File: config.mk
export PLATFORM = sky130hd
export DESIGN_NAME = sar_comp_search_flat
export DESIGN_NICKNAME = d
export VERILOG_FILES = /design/src/rtl/sar_comp_search_if.sv /design/src/rtl/sar_comp_search.sv /design/src/flat_wrapper.sv
export SDC_FILE = /design/constraint.sdc
export NUM_CORES = 1
export LEC_CHECK = 0
export ABC_AREA = 1
export CAP_MARGIN = 10
export CORE_MARGIN = 2
export CORE_UTILIZATION = 57
export DETAILED_ROUTE_END_ITERATION = 10
export GPL_ROUTABILITY_DRIVEN = 0
export HOLD_SLACK_MARGIN = 0.1
export PLACE_DENSITY = 0.91
export SETUP_SLACK_MARGIN = 0.2
export SLEW_MARGIN = 25
export SYNTH_ARGS = -nofsm -noshare
export SYNTH_HDL_FRONTEND = slang
export SYNTH_SLANG_ARGS = --single-unit
File: constraint.sdc
create_clock -name i_Clk -period 3.6 [get_ports i_Clk]
set_input_delay 0.36 -clock i_Clk [delete_from_list [all_inputs] [get_ports i_Clk]]
set_output_delay 0.36 -clock i_Clk [all_outputs]
set_load 0.005 [all_outputs]
File: src/rtl/sar_comp_search_if.sv
// Handshake/bus bundle between the SAR search controller and its environment.
//   slave  : controller side (takes start and comparator response, drives candidate/result)
//   master : environment side (drives start and comparator response, observes outputs)
interface sar_comp_search_if #(
  parameter int unsigned N = 8
);
  logic         i_Start;
  logic         i_Mayor;
  logic         i_Igual;
  logic         i_Menor;
  logic [N-1:0] o_Cand;
  logic         o_Busy;
  logic         o_Done;
  logic [N-1:0] o_Result;
  logic         o_Exact;
  logic         o_Err;

  modport slave (
    input  i_Start, i_Mayor, i_Igual, i_Menor,
    output o_Cand, o_Busy, o_Done, o_Result, o_Exact, o_Err
  );

  modport master (
    output i_Start, i_Mayor, i_Igual, i_Menor,
    input  o_Cand, o_Busy, o_Done, o_Result, o_Exact, o_Err
  );
endinterface

File: src/rtl/sar_comp_search.sv
// Successive-approximation search driven by an external comparator with
// fixed latency LAT. Each bit is held for LAT+1 cycles before its response
// is sampled; an equality response terminates the search early.
// Ports:
//   i_Clk    : clock, rising edge
//   i_Rst_n  : asynchronous active-low reset
//   bus      : sar_comp_search_if.slave
//     i_Start               start request (IDLE only)
//     i_Mayor/i_Igual/i_Menor comparator response (cand >, ==, < target)
//     o_Cand                candidate word to comparator
//     o_Busy                search in progress
//     o_Done                one-cycle result-valid pulse
//     o_Result              result, held until next start
//     o_Exact               equality observed
//     o_Err                 comparator response was not one-hot
module sar_comp_search #(
  parameter int unsigned N   = 8,
  parameter int unsigned LAT = 2
) (
  input  logic              i_Clk,
  input  logic              i_Rst_n,
  sar_comp_search_if.slave  bus
);

  localparam int unsigned IW = $clog2(N);
  localparam int unsigned CW = $clog2(LAT + 1);

  typedef enum logic [1:0] {
    S_IDLE = 2'd0,
    S_WAIT = 2'd1,
    S_DONE = 2'd2
  } state_t;

  state_t          r_state, w_state;
  logic [N-1:0]    r_cand, w_cand;
  logic [N-1:0]    r_result, w_result;
  logic [IW-1:0]   r_idx, w_idx;
  logic [CW-1:0]   r_cnt, w_cnt;
  logic            r_busy, w_busy;
  logic            r_done, w_done;
  logic            r_exact, w_exact;
  logic            r_err, w_err;

  logic [2:0]      w_resp;
  logic            w_onehot;
  logic            w_sample;
  logic            w_last;
  logic [N-1:0]    w_cand_upd;

  assign w_resp   = {bus.i_Mayor, bus.i_Igual, bus.i_Menor};
  assign w_onehot = (w_resp == 3'b100) || (w_resp == 3'b010) || (w_resp == 3'b001);
  // Response is valid on the (LAT+1)-th edge after the candidate changed
  assign w_sample = (r_state == S_WAIT) && (r_cnt == CW'(LAT));
  assign w_last   = (r_idx == '0);

  // State and datapath registers
  always_ff @(posedge i_Clk or negedge i_Rst_n) begin
    if (!i_Rst_n) begin
      r_state  <= S_IDLE;
      r_cand   <= '0;
      r_result <= '0;
      r_idx    <= '0;
      r_cnt    <= '0;
      r_busy   <= 1'b0;
      r_done   <= 1'b0;
      r_exact  <= 1'b0;
      r_err    <= 1'b0;
    end else begin
      r_state  <= w_state;
      r_cand   <= w_cand;
      r_result <= w_result;
      r_idx    <= w_idx;
      r_cnt    <= w_cnt;
      r_busy   <= w_busy;
      r_done   <= w_done;
      r_exact  <= w_exact;
      r_err    <= w_err;
    end
  end

  // Next-state logic
  always_comb begin
    w_state = r_state;
    case (r_state)
      S_IDLE: if (bus.i_Start) w_state = S_WAIT;
      S_WAIT: if (w_sample && (!w_onehot || bus.i_Igual || w_last)) w_state = S_DONE;
      S_DONE: w_state = S_IDLE;
      default: w_state = S_IDLE;
    endcase
  end

  // Next values of the registered outputs and search datapath
  always_comb begin
    w_cand     = r_cand;
    w_result   = r_result;
    w_idx      = r_idx;
    w_cnt      = r_cnt;
    w_busy     = r_busy;
    w_done     = 1'b0;
    w_exact    = r_exact;
    w_err      = r_err;
    // Candidate with the current bit resolved by a "greater" response
    w_cand_upd = r_cand;
    if (bus.i_Mayor) w_cand_upd[r_idx] = 1'b0;

    case (r_state)
      S_IDLE: begin
        if (bus.i_Start) begin
          w_cand        = '0;
          w_cand[N-1]   = 1'b1;
          w_idx         = IW'(N - 1);
          w_cnt         = '0;
          w_exact       = 1'b0;
          w_err         = 1'b0;
          w_busy        = 1'b1;
        end
      end
      S_WAIT: begin
        if (!w_sample) begin
          w_cnt = r_cnt + CW'(1);
        end else if (!w_onehot) begin
          w_err    = 1'b1;
          w_result = r_cand;
          w_busy   = 1'b0;
          w_done   = 1'b1;
        end else if (bus.i_Igual) begin
          w_result = r_cand;
          w_exact  = 1'b1;
          w_busy   = 1'b0;
          w_done   = 1'b1;
        end else if (w_last) begin
          w_cand   = w_cand_upd;
          w_result = w_cand_upd;
          w_exact  = 1'b0;
          w_busy   = 1'b0;
          w_done   = 1'b1;
        end else begin
          // Resolve current bit and trial-set the next lower one
          w_cand                   = w_cand_upd;
          w_cand[r_idx - IW'(1)]   = 1'b1;
          w_idx                    = r_idx - IW'(1);
          w_cnt                    = '0;
        end
      end
      S_DONE: w_busy = 1'b0;
      default: ;
    endcase
  end

  assign bus.o_Cand   = r_cand;
  assign bus.o_Result = r_result;
  assign bus.o_Busy   = r_busy;
  assign bus.o_Done   = r_done;
  assign bus.o_Exact  = r_exact;
  assign bus.o_Err    = r_err;

endmodule

File: src/flat_wrapper.sv
// flat-port wrapper written by rule: the top's interface ports become plain ports
module sar_comp_search_flat 
#(
  parameter int unsigned N   = 8,
  parameter int unsigned LAT = 2
)
  (i_Clk, i_Rst_n, bus_i_Start, bus_i_Mayor, bus_i_Igual, bus_i_Menor, bus_o_Cand, bus_o_Busy, bus_o_Done, bus_o_Result, bus_o_Exact, bus_o_Err);
  sar_comp_search_if #(.N(N)) bus_i ();
  input  logic i_Clk;
  input  logic i_Rst_n;
  input wire logic [$bits(bus_i.i_Start)-1:0] bus_i_Start;
  input wire logic [$bits(bus_i.i_Mayor)-1:0] bus_i_Mayor;
  input wire logic [$bits(bus_i.i_Igual)-1:0] bus_i_Igual;
  input wire logic [$bits(bus_i.i_Menor)-1:0] bus_i_Menor;
  output wire logic [$bits(bus_i.o_Cand)-1:0] bus_o_Cand;
  output wire logic [$bits(bus_i.o_Busy)-1:0] bus_o_Busy;
  output wire logic [$bits(bus_i.o_Done)-1:0] bus_o_Done;
  output wire logic [$bits(bus_i.o_Result)-1:0] bus_o_Result;
  output wire logic [$bits(bus_i.o_Exact)-1:0] bus_o_Exact;
  output wire logic [$bits(bus_i.o_Err)-1:0] bus_o_Err;
  assign bus_i.i_Start = bus_i_Start;
  assign bus_i.i_Mayor = bus_i_Mayor;
  assign bus_i.i_Igual = bus_i_Igual;
  assign bus_i.i_Menor = bus_i_Menor;
  assign bus_o_Cand = bus_i.o_Cand;
  assign bus_o_Busy = bus_i.o_Busy;
  assign bus_o_Done = bus_i.o_Done;
  assign bus_o_Result = bus_i.o_Result;
  assign bus_o_Exact = bus_i.o_Exact;
  assign bus_o_Err = bus_i.o_Err;
  sar_comp_search #(.N(N), .LAT(LAT)) u_core (.i_Clk(i_Clk), .i_Rst_n(i_Rst_n), .bus(bus_i));
endmodule
Yosys cells after proc, flatten, opt, wreduce, memory -nomap -nowiden. Index checks and enable logic that the tools add are counted.

Bits of input ports: 6. Logic and storage cells: 106. Register bits: 27. Output and inout bits: 20.

Mux-type cells: 48. Bitwise logic cells: 3. Order comparisons: 4. Add/subtract/negate cells: 2. Eq/ne operators: 19. Reductions and logical operators: 21.

Operators by type and width (number): two-way mux 8 bit (9); two-way mux 1 bit (18); case mux 8 bit (2 select lines) (1); two-way mux 3 bit (5); AND reduction 5 bit (3); two-way mux 2 bit (7); != test 2 bit (second input constant) (5); != test 3 bit (second input constant) (3); AND 8 bit (1); < comparator 3 x 4 -> 1 bit (second input constant) (2); inverter 8 bit (1); bitwise OR 8 bit (1); case mux 2 bit (2 select lines) (2); AND reduction 4 bit (2); demux 1 bit (select 3 bit) (2); greater-or-equal comparator 3 x 1 -> 1 bit (second input constant) (2); != test 3 x 2 -> 1 bit (second input constant) (2); case mux 3 bit (2 select lines) (1); AND reduction 6 bit (1); equality test 2 bit (second input constant) (2); logical AND 1 bit (4); logical OR 1 bit (4); != test 2 x 1 -> 1 bit (second input constant) (2); != test 4 bit (second input constant) (1); other kinds (15) (16).

Depth between registers and ports, before layout. Gate-level depths: netlist (run 1).

Depth in word-level cells: 13. Gate-level depth with buffers: 12.

Least setup slack after synthesis (run 1). Ideal clock, no wire load.

Path type: register to register. From: register u_core.r_state[1]. To: register u_core.r_idx[2]. Data required time: 3.481 ns. Buffers on the path: 1. Stages on the path, launching flop included: 13. Setup slack: 2.105 ns. Period minus slack after synthesis: 1.495 ns. Data arrival time: 1.375 ns. Cells stage by stage: dfrtp_1 > inv_1 > ha_1 > buf_6 > inv_2 > nand2_2 > nand2_2 > nor2_8 > nand2_4 > nand2_4 > nand2_4 > nand2_2 > o21ai_2.

Cells in the longest elaborated chain, start to end: 4. Elaborated cells on any way between the ends: 11. Those cells by class: eq/ne: 6; mux: 1; reduce/logical: 4.

RTL lines: start: declaration (RTL line sar_comp_search.sv:34) `state_t r_state, w_state;`; start signal: assignment (RTL line sar_comp_search.sv:69) `r_state <= w_state;`; equality test 2 x 1 -> 1 bit (RTL line sar_comp_search.sv:53, sar_comp_search.sv:106); logical AND 1 bit (RTL line sar_comp_search.sv:53) `assign w_sample = (r_state == S_WAIT) && (r_cnt == CW'(LAT));`; != test 2 x 1 -> 1 bit (no source line); AND reduction 6 bit (no source line); end signal: assignment (RTL line sar_comp_search.sv:72) `r_idx <= w_idx;`; end: declaration (RTL line sar_comp_search.sv:37) `logic [IW-1:0] r_idx, w_idx;`.

Parallel ways exist; a longest one is shown, timed or not. A chain may end at the register's enable or synchronous reset.

Worst setup path in the final report (run 1).
From: register u_core.r_state[1]. To: register u_core.r_cand[3], in the netlist u_core.bus.o_Cand[3].

Cells in the longest elaborated chain, start to end: 4. Elaborated cells on any way between the ends: 10. Those cells by class: eq/ne: 5; mux: 1; reduce/logical: 4.

RTL lines: equality test 2 x 1 -> 1 bit (RTL line sar_comp_search.sv:53, sar_comp_search.sv:106); logical AND 1 bit (RTL line sar_comp_search.sv:53); != test 2 x 1 -> 1 bit (no source line); AND reduction 5 bit (no source line); end signal: assignment (RTL line sar_comp_search.sv:70) `r_cand <= w_cand;`; end: declaration (RTL line sar_comp_search.sv:35) `logic [N-1:0] r_cand, w_cand;`.

Parallel ways exist; a longest one is shown, timed or not.

==> impl_metrics.csv, run 1 <==
group,metric,value,unit
timing,worst_slew_margin_rel,61.0,%
setup_path,critical_path.top_delay_family,"simple AND/OR/NAND/NOR gates",
setup_path,worstSetupPathType,"register to register",
setup_path,worst_ep_arrival_time,2360,ps
global_route,globalRouteOverflowTotal,0,
clock_tree,cts_buffers,3,
run,cap_viol_max_count,0,
routing,drt-initial-drc-count,85,
setup_path,worst-endpoint-required,3880,ps
routing,final_antenna_net_count,0,
routing,avgViaCountPerCell,5.44,
yosys,syn-cell-area,0.00165,mm²
layout,num-nets-final,253,
setup_path,largest_incremental_delay_on_the_critical_path,540,ps
clock_tree,cts_tree,"done",
clock_tree,clock_sinks,27,
routing,wire_length_per_cell_after_detailed_routing,12.8,µm
global_route,grt_util_all_layers,23.4,%
yosys,synth_cells,215,
placement,port_buffers,25,
layout,finalCoreUtilization,70.1,%
global_route,grt_first_pass_wirelength,6120,µm
timing,fin_tns_setup,0,ps
setup_path,reg2reg_slack,1520,ps
clock_tree,path_clk_slew,160,ps
routing,topRoutingLayerUsed,"met4",
yosys,yosys_register_bits,27,
routing,met1_length,1590,µm
clock_tree,cts_hold_buffers,0,
clock_tree,postCtsResizedCells,0,
layout,synthToLayoutAreaGrowth,17.0,%
setup_path,worst_path_fanout_max,18,
clock_tree,h_tree_depth,1,
die,die_x,57.9,µm
clock_tree,clock_latency_at_the_later_pin_of_the_worst_skew_pair,340,ps
routing,dr_wl_met2,1560,µm
timing,max_freq,0.480,GHz
min_path,worst_hold_path_type,"primary input to async pin",
placement,place.detailed.hpwl,2700,µm
setup_path,rr_worst_depth,10,
placement,dp_cells,267,
timing,final-max-slew-violation-count,0,
layout,antenna_cells,0,
routing,firstDrtPassIters,4,
layout,combined_area_of_the_multi_input_logic_cells,845,µm²
layout,instances_no_fill,271,
yosys,synth_most_common_cell,"sky130_fd_sc_hd__nand2_1",
die,io-pin-count,26,
clock_tree,cts_root_buffer,"sky130_fd_sc_hd__clkbuf_4",
timing,final.hold.worst_slack,362,ps
setup_path,r2r-start,"u_core.r_state[1]",
yosys,main_flop_type_after_synthesis,"sky130_fd_sc_hd__dfrtp_1",
clock_tree,clk_path_buf_depth,2,
timing,final.period_utilization,57.8,%
status,outcome,"complete, no violations",
setup_path,timing.critical_path.buf_inv,2,
yosys,synth_area_leader,"sky130_fd_sc_hd__dfrtp_1",
timing,finalWorstPathRequiredPeriod,2080,ps
layout,layout.area.seq,676,µm²
setup_path,worstSetupEndpointType,"register",
timing,transition_time_at_the_pin_with_the_least_slew_margin,584,ps
pwr,power-per-cell-area,905,mW/mm²
yosys,synth_common_cells,"sky130_fd_sc_hd__nand2_1, sky130_fd_sc_hd__dfrtp_1, sky130_fd_sc_hd__nand3_1",
timing,timing.clock.skew,14.7,ps
yosys,synth_top_area_share,40.9,%
yosys,synthesis.nets,227,
routing,wl_met3,249,µm
setup_path,chain_of_cells_forming_the_critical_path,"inv_1 -> ha_1 -> inv_2 -> nand2_2 -> nand2_2 -> nor2_8 -> nand2_4 -> nor2_8 -> nand3_1 -> nand2_1",
yosys,count_of_flip_flops_with_a_built_in_enable_after_synthesis,0,
layout,final.fill_count,231,
routing,drt_wirelength,3470,µm
yosys,synth.area.top_cells,"sky130_fd_sc_hd__dfrtp_1, sky130_fd_sc_hd__nand2_1, sky130_fd_sc_hd__nand3_1, sky130_fd_sc_hd__o21ai_0, sky130_fd_sc_hd__inv_1",
setup_path,rr_endpoint,"u_core.bus.o_Cand[3]",
timing,finalHoldViolations,0,
routing,route.vias.total,1473,
die,fp.dieArea,0.00335,mm²
timing,setup_viol,0,
yosys,share_of_synthesized_registers_carrying_an_async_set_or_reset,100,%
yosys,syn-mean-instance-area,7.69,µm²
clock_tree,cts.repair_timing.setup_buffer_count,0,
global_route,grt_antenna_before_repair,0,
routing,drt_drc_violations_left,0,
yosys,post_synth_num_cell_types,24,
yosys,sequential_cell_area_fraction_in_the_yosys_report,40.9,%
die,floorplan.rows,19,
setup_path,crit_slowest_cell,"sky130_fd_sc_hd__ha_1",
die,floorplan.initialDensity,59.9,%
global_route,maximum_number_of_pins_on_one_net_before_global_route_repair,28,
die,fp.coreArea,0.00276,mm²
yosys,ys_warn_count,0,
die,chipHeight,57.9,µm
global_route,grt_pass1_vias,1416,
timing,setup_repair_after_global_routing_missed_its_margin,"false",
pwr,ir_drop,0.000603,V
pwr,leakagePower,0.000958,µW
layout,layout-drive-gt1-share,10.0,%
setup_path,start_kind,"register",
## cell families (layout without fill, tap and decap cells)
family                     after synthesis  count (layout)  synth area share (%)
AOI/OAI and AO/OA                       31              31                  9.92
DFF                                     27              27                  40.9
buffers and inverters                   28              53                  8.02
and+or+nand+nor                        121             121                  35.6
xor gates and xnor gates                 2               2                  1.06
adders and majority gates                6               6                  4.54
## layout make-up
class | count | share of cell area (%)
multi-input combinational | 160 | 43.7
sequential | 27 | 35.0
timing repair buffer | 26 | 13.3
inverter | 23 | 4.47
tap | 31 | 2.01
clock buffer | 3 | 1.17
clock inverter | 1 | 0.388
## worst register-to-register path, delay by kind of cell, from the launching register on
family        cells  cell delay (ps)
simple gates      7              800
fa+ha+maj         1              540
flops             1              410
buf+inv           2              280
## state kept, by name (all words and copies together) (netlist names)
register and flops:
u_core.bus.o_Result 8, u_core.bus.o_Err 1, u_core.bus.o_Cand 8, u_core.bus.o_Exact 1, u_core.r_state 2, u_core.r_idx 3, u_core.bus.o_Done 1, u_core.bus.o_Busy 1
u_core.r_cnt 2
## how the worst max path moves through the flow
stage | startpoint | end | cells past startpoint
CTS | u_core.r_state[1] | u_core.bus.o_Cand[3] | 10
global route | u_core.r_state[1] | u_core.r_idx[0] | 9
floorplan | u_core.r_state[1] | u_core.r_idx[2] | 12
finish | u_core.r_state[1] | u_core.bus.o_Cand[3] | 10
detailed placement | bus_i_Igual | u_core.r_cnt[0] | 9
global placement | bus_i_Igual | u_core.r_cnt[1] | 9
## placed cells by master, fill, tap and decap left out, drive strengths merged
cell type	netlist	layout
a31oi	1	1
nand3	25	25
inv	23	23
nor3	2	2
nand4	3	3
dfrtp	27	27
nand2	77	77
clkbuf	0	3
nor2	14	14
a21oi	2	2
o21ai	28	28
ha	6	6
clkdlybuf4s50	0	25
clkinvlp	0	1
buf	5	1
xnor2	1	1
xor2	1	1
## metrics by stage
stage	setup slack (ps)	total power (µW)	instance area (µm²)
finish	1520	1750	1930
detailed placement	1500	1610	1900
floorplan	2110	1260	1650
CTS	1540	1750	1930
global placement	1500	1580	1900
global route	1320	1910	1930
## layer usage
metal	vias to the layer above	global-route usage [%]
li1	741	-
met1	659	33.7
met2	60	36.5
met3	13	3.57
met4	0	7.97
met5	-	0
## power by group
part           internal [µW]  switching, µW  leakage, µW
logic                    439            621     0.000590
clock network           42.6           95.1    0.0000139
registers                434            118     0.000354
total                    915            835     0.000958
Power figures use the tool's default switching activity.
==> run 2, diff against run 1 <==
--- a/config.mk
+++ b/config.mk
@@ -8,11 +8,11 @@
 export ABC_AREA = 1
 export CAP_MARGIN = 10
 export CORE_MARGIN = 2
-export CORE_UTILIZATION = 57
+export CORE_UTILIZATION = 48
 export DETAILED_ROUTE_END_ITERATION = 10
 export GPL_ROUTABILITY_DRIVEN = 0
 export HOLD_SLACK_MARGIN = 0.1
-export PLACE_DENSITY = 0.91
+export PLACE_DENSITY = 0.82
 export SETUP_SLACK_MARGIN = 0.2
 export SLEW_MARGIN = 25
 export SYNTH_ARGS = -nofsm -noshare
==> constraint.sdc (replaced) <==
create_clock -name i_Clk -period 1.7 [get_ports i_Clk]
set_input_delay 0.17 -clock i_Clk [delete_from_list [all_inputs] [get_ports i_Clk]]
set_output_delay 0.17 -clock i_Clk [all_outputs]
set_load 0.005 [all_outputs]
==> run 2 against run 1 <==
First-iteration DRC count up 29%; sequential cell count unchanged; die area increased by 17%; critical path depth is 9 lower; worst setup slack lost 1400 ps; total power grew to 2.6 times the previous value.
==> impl_metrics.csv, run 2 (synthesis gave the netlist of run 1 again) <==
group,metric,value,unit
status,outcome,"complete, no violations",
pwr,power-per-cell-area,2030,mW/mm²
die,chipHeight,62.7,µm
timing,final-max-slew-violation-count,0,
setup_path,start_kind,"register",
setup_path,worst_ep_arrival_time,1390,ps
setup_path,critical_path.top_delay_family,"buffers and inverters",
layout,final.fill_count,253,
clock_tree,cts_buffers,3,
routing,avgViaCountPerCell,5.25,
die,floorplan.initialDensity,49.9,%
global_route,maximum_number_of_pins_on_one_net_before_global_route_repair,28,
global_route,grt_pass1_vias,1528,
timing,final.period_utilization,91.5,%
layout,antenna_cells,0,
die,floorplan.rows,21,
die,fp.dieArea,0.00393,mm²
routing,wire_length_per_cell_after_detailed_routing,14.1,µm
timing,worst_slew_margin_rel,75.6,%
clock_tree,cts_tree,"done",
clock_tree,clock_sinks,27,
run,cap_viol_max_count,0,
setup_path,worst_path_fanout_max,4,
layout,layout-drive-gt1-share,27.8,%
routing,drt_wirelength,4340,µm
global_route,grt_util_all_layers,21.9,%
setup_path,timing.critical_path.buf_inv,1,
clock_tree,path_clk_slew,160,ps
timing,finalHoldViolations,0,
clock_tree,h_tree_depth,1,
timing,fin_tns_setup,0,ps
timing,setup_repair_after_global_routing_missed_its_margin,"true",
layout,finalCoreUtilization,68.4,%
setup_path,worstSetupEndpointType,"primary output",
setup_path,worst-endpoint-required,1530,ps
timing,max_freq,0.643,GHz
layout,synthToLayoutAreaGrowth,37.1,%
routing,route.vias.total,1623,
routing,firstDrtPassIters,5,
timing,transition_time_at_the_pin_with_the_least_slew_margin,367,ps
global_route,globalRouteOverflowTotal,0,
setup_path,largest_incremental_delay_on_the_critical_path,540,ps
pwr,leakagePower,0.00110,µW
timing,setup_viol,0,
timing,timing.clock.skew,4.91,ps
die,die_x,62.7,µm
layout,mostFrequentLayoutCell,"sky130_fd_sc_hd__nand2_1",
routing,drt_drc_violations_left,0,
layout,num-nets-final,276,
die,io-pin-count,26,
routing,drt-initial-drc-count,110,
setup_path,worstSetupPathType,"register to primary output",
timing,finalWorstPathRequiredPeriod,1560,ps
setup_path,chain_of_cells_forming_the_critical_path,"clkdlybuf4s50_1",
global_route,grt_antenna_before_repair,0,
clock_tree,clk_path_buf_depth,2,
pwr,ir_drop,0.00105,V
clock_tree,clock_latency_at_the_later_pin_of_the_worst_skew_pair,350,ps
die,fp.coreArea,0.00331,mm²
routing,final_antenna_net_count,0,
placement,place.detailed.hpwl,2700,µm
placement,port_buffers,25,
clock_tree,cts_root_buffer,"sky130_fd_sc_hd__clkbuf_4",
setup_path,crit_slowest_cell,"sky130_fd_sc_hd__clkdlybuf4s50_1",
global_route,grt_first_pass_wirelength,6910,µm
layout,layout_common_cells,"sky130_fd_sc_hd__nand2_1, sky130_fd_sc_hd__dfrtp_1, sky130_fd_sc_hd__clkdlybuf4s50_1",
min_path,worst_hold_path_type,"primary input to async pin",
-- run 2: cell count changes in the layout (fill, tap and decap cells not counted), sizes merged --
cell and delta:
nand2 +1, dlymetal6s2s +1, buf +21, nor2 +1, clkdlybuf4s50 -1
-- run 2: routing by layer --
| layer | up-vias | part of all wire [%] | GRT usage [%] |
|---|---|---|---|
| met5 | - | 0 | 0 |
| met4 | 0 | 2.3 | 8.06 |
| met3 | 13 | 4.2 | 2.52 |
| met2 | 62 | 49 | 37.5 |
| met1 | 757 | 44 | 28.7 |
| li1 | 791 | - | - |
-- run 2: worst paths after layout --
kind / startpoint / end / slack (ps) / cells past startpoint
setup / recovery: u_core.bus.o_Cand[6] / bus_o_Cand[6] / 140 / 1
hold / removal: i_Rst_n / u_core.r_idx[0] / 170 / 2
setup reg to reg: u_core.r_state[1] / u_core.bus.o_Cand[3] / 160 / 10
hold reg to reg: u_core.bus.o_Result[0] / u_core.bus.o_Result[0] / 500 / 2
max in group asynchronous: i_Rst_n / u_core.r_state[0] / 1250 / 2
min in group i_Clk: u_core.bus.o_Result[0] / u_core.bus.o_Result[0] / 500 / 2
-- run 2: where the power goes --
part	internal (µW)	switching, µW
clock	90.8	222
combinational	1400	1760
sequential	921	215
-- run 2: stage by stage --
| step | instances | hold slack [ps] | total power (µW) | area [µm²] | worst slack, ps |
|---|---|---|---|---|---|
| floorplan | 215 | -126 | 2680 | 1650 | 205 |
| CTS | 299 | 185 | 4100 | 2120 | 193 |
| finish | 309 | 167 | 4600 | 2270 | 145 |
| global route | 309 | 199 | 4940 | 2270 | 66.0 |
| detailed placement | 288 | 469 | 3470 | 1970 | 70.6 |
| global placement | 288 | 470 | 3420 | 1970 | 123 |
-- run 2: layout make-up --
class	count	area [µm²]	share of cell area [%]
inverter	23	88.8	3.92
tap	46	57.6	2.54
sequential	27	677	29.9
timing repair buffer	47	434	19.2
clock inverter	1	7.51	0.331
multi-input combinational	162	978	43.2
clock buffer	3	22.5	0.994
-- run 2: timing repair --
item | CTS | global route
endpoints found under the setup margin | 23 | 31
hold buffers | 0 | 0
pin swaps | 5 | 8
gates cloned | 2 | 0
resized for setup | 17 | 26
setup buffers | 5 | 10
==> run 3, diff against run 2 <==
--- a/config.mk
+++ b/config.mk
@@ -9,6 +9,7 @@
 export CAP_MARGIN = 10
 export CORE_MARGIN = 2
 export CORE_UTILIZATION = 48
+export CTS_CLUSTER_SIZE = 25
 export DETAILED_ROUTE_END_ITERATION = 10
 export GPL_ROUTABILITY_DRIVEN = 0
 export HOLD_SLACK_MARGIN = 0.1
==> results of run 3 <==
No change in the layout: final DEF, timing and power equal those of run 2.
